**src/rtl/mips_multicycle_control.sv**
```systemverilog
// ---------------------------------------------------------------------------
// mips_multicycle_control
//   Moore control FSM for a multicycle MIPS datapath (lw, sw, R-type, beq,
//   addi, j). It drives the datapath strobes and selects from the current
//   state and decodes the ALU operation from aluop/funct. A sticky "illegal"
//   flag records any unsupported opcode or R-type funct seen since reset.
//
// Parameters
//   ALUCTRL_W : width of alucontrol (>= 3); 3-bit codes are zero-extended
//   MEM_WAIT  : 1 = stall on mem_ready, 0 = memory is always ready
//
// Ports
//   clk, reset_n            : clock, async active-low reset
//   opcode, funct           : instruction fields from the instruction register
//   mem_ready               : memory access completes this cycle
//   pcwrite .. branch       : single-bit datapath strobes / selects
//   alusrcb, pcsrc          : 2-bit datapath muxes
//   alucontrol              : ALU operation code
//   illegal                 : sticky unsupported-instruction flag
//   state                   : current FSM state (debug)
// ---------------------------------------------------------------------------
module mips_multicycle_control #(
  parameter int ALUCTRL_W = 3,
  parameter bit MEM_WAIT  = 1'b1
) (
  input  logic                 clk,
  input  logic                 reset_n,
  input  logic [5:0]           opcode,
  input  logic [5:0]           funct,
  input  logic                 mem_ready,
  output logic                 pcwrite,
  output logic                 irwrite,
  output logic                 iord,
  output logic                 memwrite,
  output logic                 regwrite,
  output logic                 regdst,
  output logic                 memtoreg,
  output logic                 alusrca,
  output logic                 branch,
  output logic [1:0]           alusrcb,
  output logic [1:0]           pcsrc,
  output logic [ALUCTRL_W-1:0] alucontrol,
  output logic                 illegal,
  output logic [3:0]           state
);

  // State encodings
  localparam logic [3:0] S_FETCH    = 4'd0;
  localparam logic [3:0] S_DECODE   = 4'd1;
  localparam logic [3:0] S_MEMADR   = 4'd2;
  localparam logic [3:0] S_MEMREAD  = 4'd3;
  localparam logic [3:0] S_MEMWB    = 4'd4;
  localparam logic [3:0] S_MEMWRITE = 4'd5;
  localparam logic [3:0] S_EXECUTE  = 4'd6;
  localparam logic [3:0] S_ALUWB    = 4'd7;
  localparam logic [3:0] S_BRANCH   = 4'd8;
  localparam logic [3:0] S_ADDIEX   = 4'd9;
  localparam logic [3:0] S_ADDIWB   = 4'd10;
  localparam logic [3:0] S_JUMP     = 4'd11;

  // Opcodes
  localparam logic [5:0] OP_RTYPE = 6'b000000;
  localparam logic [5:0] OP_LW    = 6'b100011;
  localparam logic [5:0] OP_SW    = 6'b101011;
  localparam logic [5:0] OP_BEQ   = 6'b000100;
  localparam logic [5:0] OP_ADDI  = 6'b001000;
  localparam logic [5:0] OP_J     = 6'b000010;

  // R-type functs
  localparam logic [5:0] FN_ADD = 6'b100000;
  localparam logic [5:0] FN_SUB = 6'b100010;
  localparam logic [5:0] FN_SLT = 6'b101010;
  localparam logic [5:0] FN_MUL = 6'b011100;

  // ALU codes
  localparam logic [2:0] ALU_ADD = 3'b010;
  localparam logic [2:0] ALU_SUB = 3'b100;
  localparam logic [2:0] ALU_SLT = 3'b110;
  localparam logic [2:0] ALU_MUL = 3'b101;

  logic [3:0] r_state;
  logic [3:0] w_next;
  logic       r_illegal;
  logic       w_mem_rdy;
  logic       w_op_ok;
  logic       w_fn_ok;
  logic       w_set_illegal;
  logic [1:0] w_aluop;
  logic [2:0] w_alucode;

  // With MEM_WAIT=0 memory never stalls the FSM.
  assign w_mem_rdy = MEM_WAIT ? mem_ready : 1'b1;

  // ---------------------------------------------------------------------
  // Instruction legality
  // ---------------------------------------------------------------------
  always_comb begin
    w_op_ok = 1'b0;
    case (opcode)
      OP_RTYPE, OP_LW, OP_SW, OP_BEQ, OP_ADDI, OP_J: w_op_ok = 1'b1;
      default:                                        w_op_ok = 1'b0;
    endcase
  end

  always_comb begin
    w_fn_ok = 1'b0;
    case (funct)
      FN_ADD, FN_SUB, FN_SLT, FN_MUL: w_fn_ok = 1'b1;
      default:                        w_fn_ok = 1'b0;
    endcase
  end

  // Bad opcodes are caught in DECODE; bad functs only matter once the
  // R-type is actually executing.
  assign w_set_illegal = ((r_state == S_DECODE)  && !w_op_ok) ||
                         ((r_state == S_EXECUTE) && !w_fn_ok);

  // ---------------------------------------------------------------------
  // Next-state logic
  // ---------------------------------------------------------------------
  always_comb begin
    w_next = S_FETCH;
    case (r_state)
      S_FETCH:    w_next = w_mem_rdy ? S_DECODE : S_FETCH;
      S_DECODE: begin
        case (opcode)
          OP_LW, OP_SW: w_next = S_MEMADR;
          OP_RTYPE:     w_next = S_EXECUTE;
          OP_BEQ:       w_next = S_BRANCH;
          OP_ADDI:      w_next = S_ADDIEX;
          OP_J:         w_next = S_JUMP;
          default:      w_next = S_FETCH;
        endcase
      end
      // opcode is held in the IR, so it still selects load vs store here
      S_MEMADR:   w_next = (opcode == OP_SW) ? S_MEMWRITE : S_MEMREAD;
      S_MEMREAD:  w_next = w_mem_rdy ? S_MEMWB : S_MEMREAD;
      S_MEMWRITE: w_next = w_mem_rdy ? S_FETCH : S_MEMWRITE;
      S_EXECUTE:  w_next = S_ALUWB;
      S_ADDIEX:   w_next = S_ADDIWB;
      S_MEMWB, S_ALUWB, S_ADDIWB, S_BRANCH, S_JUMP: w_next = S_FETCH;
      default:    w_next = S_FETCH;  // unused encodings 12-15 recover
    endcase
  end

  always_ff @(posedge clk or negedge reset_n) begin
    if (!reset_n) begin
      r_state   <= S_FETCH;
      r_illegal <= 1'b0;
    end else begin
      r_state   <= w_next;
      if (w_set_illegal) r_illegal <= 1'b1;
    end
  end

  // ---------------------------------------------------------------------
  // Moore outputs
  // ---------------------------------------------------------------------
  always_comb begin
    pcwrite  = 1'b0;
    irwrite  = 1'b0;
    iord     = 1'b0;
    memwrite = 1'b0;
    regwrite = 1'b0;
    regdst   = 1'b0;
    memtoreg = 1'b0;
    alusrca  = 1'b0;
    branch   = 1'b0;
    alusrcb  = 2'b00;
    pcsrc    = 2'b00;
    w_aluop  = 2'b00;
    case (r_state)
      S_FETCH: begin
        alusrcb = 2'b01;
        irwrite = w_mem_rdy;
        pcwrite = w_mem_rdy;
      end
      S_DECODE:   alusrcb = 2'b11;
      S_MEMADR: begin
        alusrca = 1'b1;
        alusrcb = 2'b10;
      end
      S_MEMREAD:  iord = 1'b1;
      S_MEMWB: begin
        regwrite = 1'b1;
        memtoreg = 1'b1;
      end
      S_MEMWRITE: begin
        iord     = 1'b1;
        memwrite = 1'b1;
      end
      S_EXECUTE: begin
        alusrca = 1'b1;
        w_aluop = 2'b10;
      end
      S_ALUWB: begin
        regwrite = 1'b1;
        regdst   = 1'b1;
      end
      S_BRANCH: begin
        alusrca = 1'b1;
        w_aluop = 2'b01;
        pcsrc   = 2'b01;
        branch  = 1'b1;
      end
      S_ADDIEX: begin
        alusrca = 1'b1;
        alusrcb = 2'b10;
      end
      S_ADDIWB:   regwrite = 1'b1;
      S_JUMP: begin
        pcsrc   = 2'b10;
        pcwrite = 1'b1;
      end
      default: ;
    endcase
    // Reset forces FETCH, where irwrite/pcwrite would otherwise follow
    // mem_ready; keep every strobe quiet until reset is released.
    if (!reset_n) begin
      pcwrite  = 1'b0;
      irwrite  = 1'b0;
      iord     = 1'b0;
      memwrite = 1'b0;
      regwrite = 1'b0;
      regdst   = 1'b0;
      memtoreg = 1'b0;
      alusrca  = 1'b0;
      branch   = 1'b0;
    end
  end

  // ---------------------------------------------------------------------
  // ALU decoder (pure combinational, every path assigns)
  // ---------------------------------------------------------------------
  always_comb begin
    w_alucode = ALU_ADD;
    case (w_aluop)
      2'b00: w_alucode = ALU_ADD;
      2'b01: w_alucode = ALU_SUB;
      2'b10: begin
        case (funct)
          FN_ADD:  w_alucode = ALU_ADD;
          FN_SUB:  w_alucode = ALU_SUB;
          FN_SLT:  w_alucode = ALU_SLT;
          FN_MUL:  w_alucode = ALU_MUL;
          default: w_alucode = ALU_ADD;
        endcase
      end
      default: w_alucode = ALU_ADD;
    endcase
  end

  assign alucontrol = ALUCTRL_W'(w_alucode);
  assign illegal    = r_illegal;
  assign state      = r_state;

endmodule
```
**config.mk**
```make
export PLATFORM = sky130hd
export DESIGN_NAME = mips_multicycle_control
export DESIGN_NICKNAME = d
export VERILOG_FILES = /design/src/rtl/mips_multicycle_control.sv
export SDC_FILE = /design/constraint.sdc
export NUM_CORES = 1
export LEC_CHECK = 0
export CAP_MARGIN = 20
export CORE_MARGIN = 2
export CORE_UTILIZATION = 43
export CTS_CLUSTER_DIAMETER = 120
export DETAILED_ROUTE_END_ITERATION = 16
export PLACE_DENSITY = 0.89
export SLEW_MARGIN = 20
export SYNTH_ARGS = -nofsm -noshare
export SYNTH_HDL_FRONTEND = slang
export SYNTH_SLANG_ARGS = --single-unit
```
**constraint.sdc**
```tcl
create_clock -name clk -period 3 [get_ports clk]
set_input_delay 0.3 -clock clk [delete_from_list [all_inputs] [get_ports clk]]
set_output_delay 0.3 -clock clk [all_outputs]
set_load 0.05 [all_outputs]
```
# Word-level counts from Yosys, hierarchy flattened
# Cells that the tools add are included.
# totals
reg_bits	5
inputBits	15
# op_classes
n_eq_ne	22
n_mux	31
reduce_logical	14
# op_table
operator	count
$eq A6 B6 Y1 const B	5
$pmux W4 S7	1
$mux W1	20
$pmux W4 S5	1
$eq A4 B3 Y1 const B	4
$eq A4 B4 Y1 const B	4
$mux W3	3
$pmux W3 S3	1
$eq A4 B2 Y1 const B	2
$pmux W2 S2	2
$reduce_or A4 Y1	2
$eq A6 B2 Y1 const B	1
$eq A6 B3 Y1 const B	1
$eq A6 B4 Y1 const B	1
$eq A6 B5 Y1 const B	1
$logic_not A6 Y1	1
$pmux W2 S3	1
$pmux W3 S2	1
$reduce_or A2 Y1	3
$reduce_or A6 Y1	1
$eq A4 B1 Y1 const B	1
$logic_not A4 Y1	1
$reduce_or A3 Y1	1
$eq A2 B1 Y1 const B	1
5 further kinds	7

# Depth between registers and ports, before layout
# Gate-level depths: netlist of run 1.
# logic_depth
word_depth	6
ltp_mapped	9

# Least setup slack after synthesis of run 1
# Ideal clock, no wire load.
# synth_path
path_type	register -> output
startpoint	register r_state[2], in the netlist state[2]
endpoint	output alucontrol[0]
arrival_ns	2.641
required_ns	2.700
slack_ns	0.059
path_stages_with_launch	7
path_buffers	1
cell_sequence	dfrtp_1 buf_2 inv_1 nor2_1 nand2_1 ha_1 nor3_1
# synth_via
elab_chain_cells	4
# synth_lines
element	line	text
start: declaration	81	logic [3:0] r_state;
start signal: assignment	151	r_state <= w_next;
$eq A4 B4 Y1 or $eq A4 B3 Y1 (tied branches)	172	case (r_state)
$pmux W2 S2 (*)	172	
$eq A2 B2 Y1 or $eq A2 B1 Y1 (tied branches)	237	case (w_aluop)
$pmux W3 S2 (*)	237	
end: declaration	42	output logic [ALUCTRL_W-1:0] alucontrol,
# Mark *: on every way between the ends. The rest lies on a longest branch, timed or not.

# Worst setup path after layout of run 1
# layout_path
startpoint	register r_state[1], in the netlist state[1]
endpoint	output alusrcb[1]
# layout_via
elab_chain_cells	3
# layout_lines
element	line	text
$eq A4 B4 Y1 or $eq A4 B2 Y1 (tied branches)	172	
$reduce_or A2 Y1 (no line)	--	
$pmux W2 S3 (*)	172	
end: declaration	40	output logic [1:0] alusrcb,
# Marked as above.

==> results by group, run 1 <==
Global routing
  – Initial antenna violation count: 0
  – Grt total ovfl: 0
  – Vias in the first global route: 721
  – First-pass GRT wire length: ~3300 microns
  – Largest net degree at the start of global routing: 19
  – GRT Overall Usage: ~22%

Clock tree
  – Clock sink count: 5
  – Post-CTS Setup Bufs: 0
  – Clk buf depth: 2
  – Hold Buf Count CTS: 0
  – Clk slew on worst S/H paths: ~40 ps
  – Root Buffer: clkbuf_4
  – TritonCTS clock tree: done
  – Total CTS buffers: 3
  – Post-CTS Resized: 0
  – Htree depth: 1
  – Worst-Skew Late Latency: 250 ps

Route
  – Top routing layer used: met4
  – WL/cell: approximately 13 microns
  – Initial DRT Pass Iterations: 4
  – Vias/cell: 5.74
  – DR vias: ~870
  – Met3 WL: roughly 140 microns
  – WL met2: between 900 and 1000 microns
  – Number of DRC markers in iteration 0: 23
  – Antenna-violating nets left: 0
  – Metal-1 WL: around 830 microns
  – Routed WL: about 2000 microns
  – Post-route DRC violation count: 0

Power
  – Leak Pwr: a little under 0.4 nW
  – Clk pwr share: 11.5%
  – Reg power frac: approximately a fifth
  – P_int: 0.000310 W
  – Peak VDD IR: between 400 and 500 uV
  – Pwr dens: between 600 and 700 mW/mm^2
  – NetSw: 0.000390 W
  – Comb pwr share: around two thirds
  – Switch share: a little under three fifths

Timing
  – F_max: around 380 MHz
  – Worst hold margin: slightly above 500 ps
  – Rel. slew slack: 63.8%
  – Post-Route Setup TNS: 0 ps
  – Fin Clk Skew: around 2.3 ps
  – Setup Viol. Count Final: 0
  – Final worst path period need: about 2600 ps
  – Worst slew pin tran: 543 ps
  – Fin. Hold Viols: 0
  – Fin crit share: just under 90%
  – RSZ-0062 raised after global routing: false
  – Max-slew violation count: 0

Synth
  – Syn nets: 119
  – Top post-synthesis cells by area: dfrtp_1, a21oi_1, ha_1, nand2b_1, nor2_1
  – Warnings from Yosys: 0
  – Register area share after synthesis: around 17%
  – Synth Area per Inst: around 7.2 sq um
  – EDFF count, synth: 0
  – Synth cell types: 40
  – Syn Inst Count: ~100
  – Most frequent cell after synthesis: nor2_1
  – Synth top area share: between 10% and 20%
  – Ys async rst share: between 90% and 100%
  – Top_reg_cell synth: dfrtp_1
  – Flops & latches, synth: 5
  – Mapped Area: 726 sq um
  – Dominant cell type by area after synthesis: dfrtp_1
  – Top post-synthesis cells by count: nor2_1, nand2_1, a21oi_1

Die
  – Die height: ~45 microns
  – Core Region: 0.00154 sq mm
  – Io pins: 36
  – Initial Utilization: a little under half
  – # rows: 14
  – Die W: between 40 and 50 microns
  – Full die area: 0.00203 sq mm

Cells and area
  – Area growth, synth to finish: 51.2%
  – Antenna cells: 0
  – Fill cell count: approximately 130
  – Layout cell share with drive strength beyond 1: between 10% and 20%
  – Total Nets Final: between 150 and 200

Run
  – MaxCap Viol Count: 0

Status
  – Outcome: completed

Hold path
  – Hold Crit Class: primary input to async pin

Worst setup path
  – Startpoint class of the critical path: flop
  – Critical path class: flop to primary output
  – Worst EP required: between 2000 and 3000 ps
  – Element type at the critical path end: primary output
  – Critical Path AT: 2320 ps
  – CP Max Fanout: 18

Place
  – Port buffer count: 35
  – Post-DP HPWL: roughly 1600 microns
  – Placer congestion estimate: 0.830
## stage by stage
step	total power, W	utilization, %	setup WS (ps)	cell area [sq um]	instances
after detailed placement	0.000618	69.5	486	1070	148
after CTS	0.000700	71.2	399	1100	152
after floorplan	0.000469	-	59.5	726	101
after global placement	0.000615	69.5	527	1070	148
final	0.000699	71.2	379	1100	152
after global routing	0.000745	71.2	181	1100	152
## worst max-delay path: stages (launching register included)
cell and delay [ps]:
dfrtp_1 680, nor2b_1 270, nand2b_1 130, a21oi_1 170, clkdlybuf4s50_1 820
## metal layers
layer	vias up	GRT usage [%]
met3	3	6.40
li1	436	-
met4	0	3.53
met1	398	30.9
met2	35	34.9
met5	-	0
## final cells by class
type,instances,area [sq um],area share (%)
Inverter,5,18.8,1.71
Timing Repair Buffer,38,363,33.1
Tap cell,16,20.0,1.82
Clock buffer,4,26.3,2.39
Multi-Input combinational cell,84,544,49.6
Sequential cell,5,125,11.4
## path summary, 6_finish.rpt
| check | cells past startpoint | slack, ps | endpoint | startpoint |
|---|---|---|---|---|
| max | 4 | 380 | alusrcb[1] | state[1]$_DFF_PN0_ |
| min | 2 | 510 | state[1]$_DFF_PN0_ | reset_n |
| max reg2reg | 4 | 1380 | state[0]$_DFF_PN0_ | state[1]$_DFF_PN0_ |
| min reg2reg | 2 | 530 | illegal$_DFFE_PN0P_ | illegal$_DFFE_PN0P_ |
| max in group asynchronous | 2 | 2380 | illegal$_DFFE_PN0P_ | reset_n |
| min in group clk | 2 | 530 | illegal$_DFFE_PN0P_ | illegal$_DFFE_PN0P_ |
## placed cells by master, fill, tap and decap left out, types with 2 or more instances in the layout
| cell | count |
|---|---|
| o21ai_0 | 3 |
| nor3_1 | 7 |
| a21oi_1 | 8 |
| buf_4 | 7 |
| clkdlybuf4s50_1 | 31 |
| nand2b_1 | 6 |
| inv_1 | 5 |
| a21o_1 | 2 |
| nand3b_1 | 2 |
| clkbuf_4 | 3 |
| or3_1 | 3 |
| dfrtp_1 | 5 |
| nand2_1 | 9 |
| xnor2_1 | 2 |
| ha_1 | 3 |
| nor2b_1 | 2 |
| a31oi_1 | 2 |
| nor2_1 | 10 |
| nand3_1 | 4 |
## power groups by stage
stage | logic [W] | clock network (W) | registers (W)
after global routing | 0.000506 | 0.0000864 | 0.000153
after floorplan | 0.000317 | 0 | 0.000153
after CTS | 0.000478 | 0.0000823 | 0.000141
final | 0.000476 | 0.0000803 | 0.000143
after global placement | 0.000473 | 0 | 0.000142
after detailed placement | 0.000476 | 0 | 0.000142
## kinds of logic (layout without fill, tap and decap cells)
| logic type | after synthesis | count (layout) | synth area share [%] |
|---|---|---|---|
| compound gates | 25 | 25 | 22.4 |
| xor+xnor | 3 | 3 | 3.62 |
| fa+ha+maj | 3 | 3 | 5.17 |
| buf+inv | 12 | 47 | 7.76 |
| flops | 5 | 5 | 17.2 |
| mux | 2 | 2 | 2.93 |
| simple gates | 51 | 51 | 40.9 |
## registers in the layout, summed over array words and instances (netlist names)
| register | count |
|---|---|
| state | 4 |
| illegal | 1 |
Power figures use the tool's default switching activity.
==> run 2: changes to the inputs <==
Settings changed: SLEW_MARGIN 20 to default.
==> results of run 2 <==
Same layout as run 1: the final DEF is identical, and so are final timing and power.
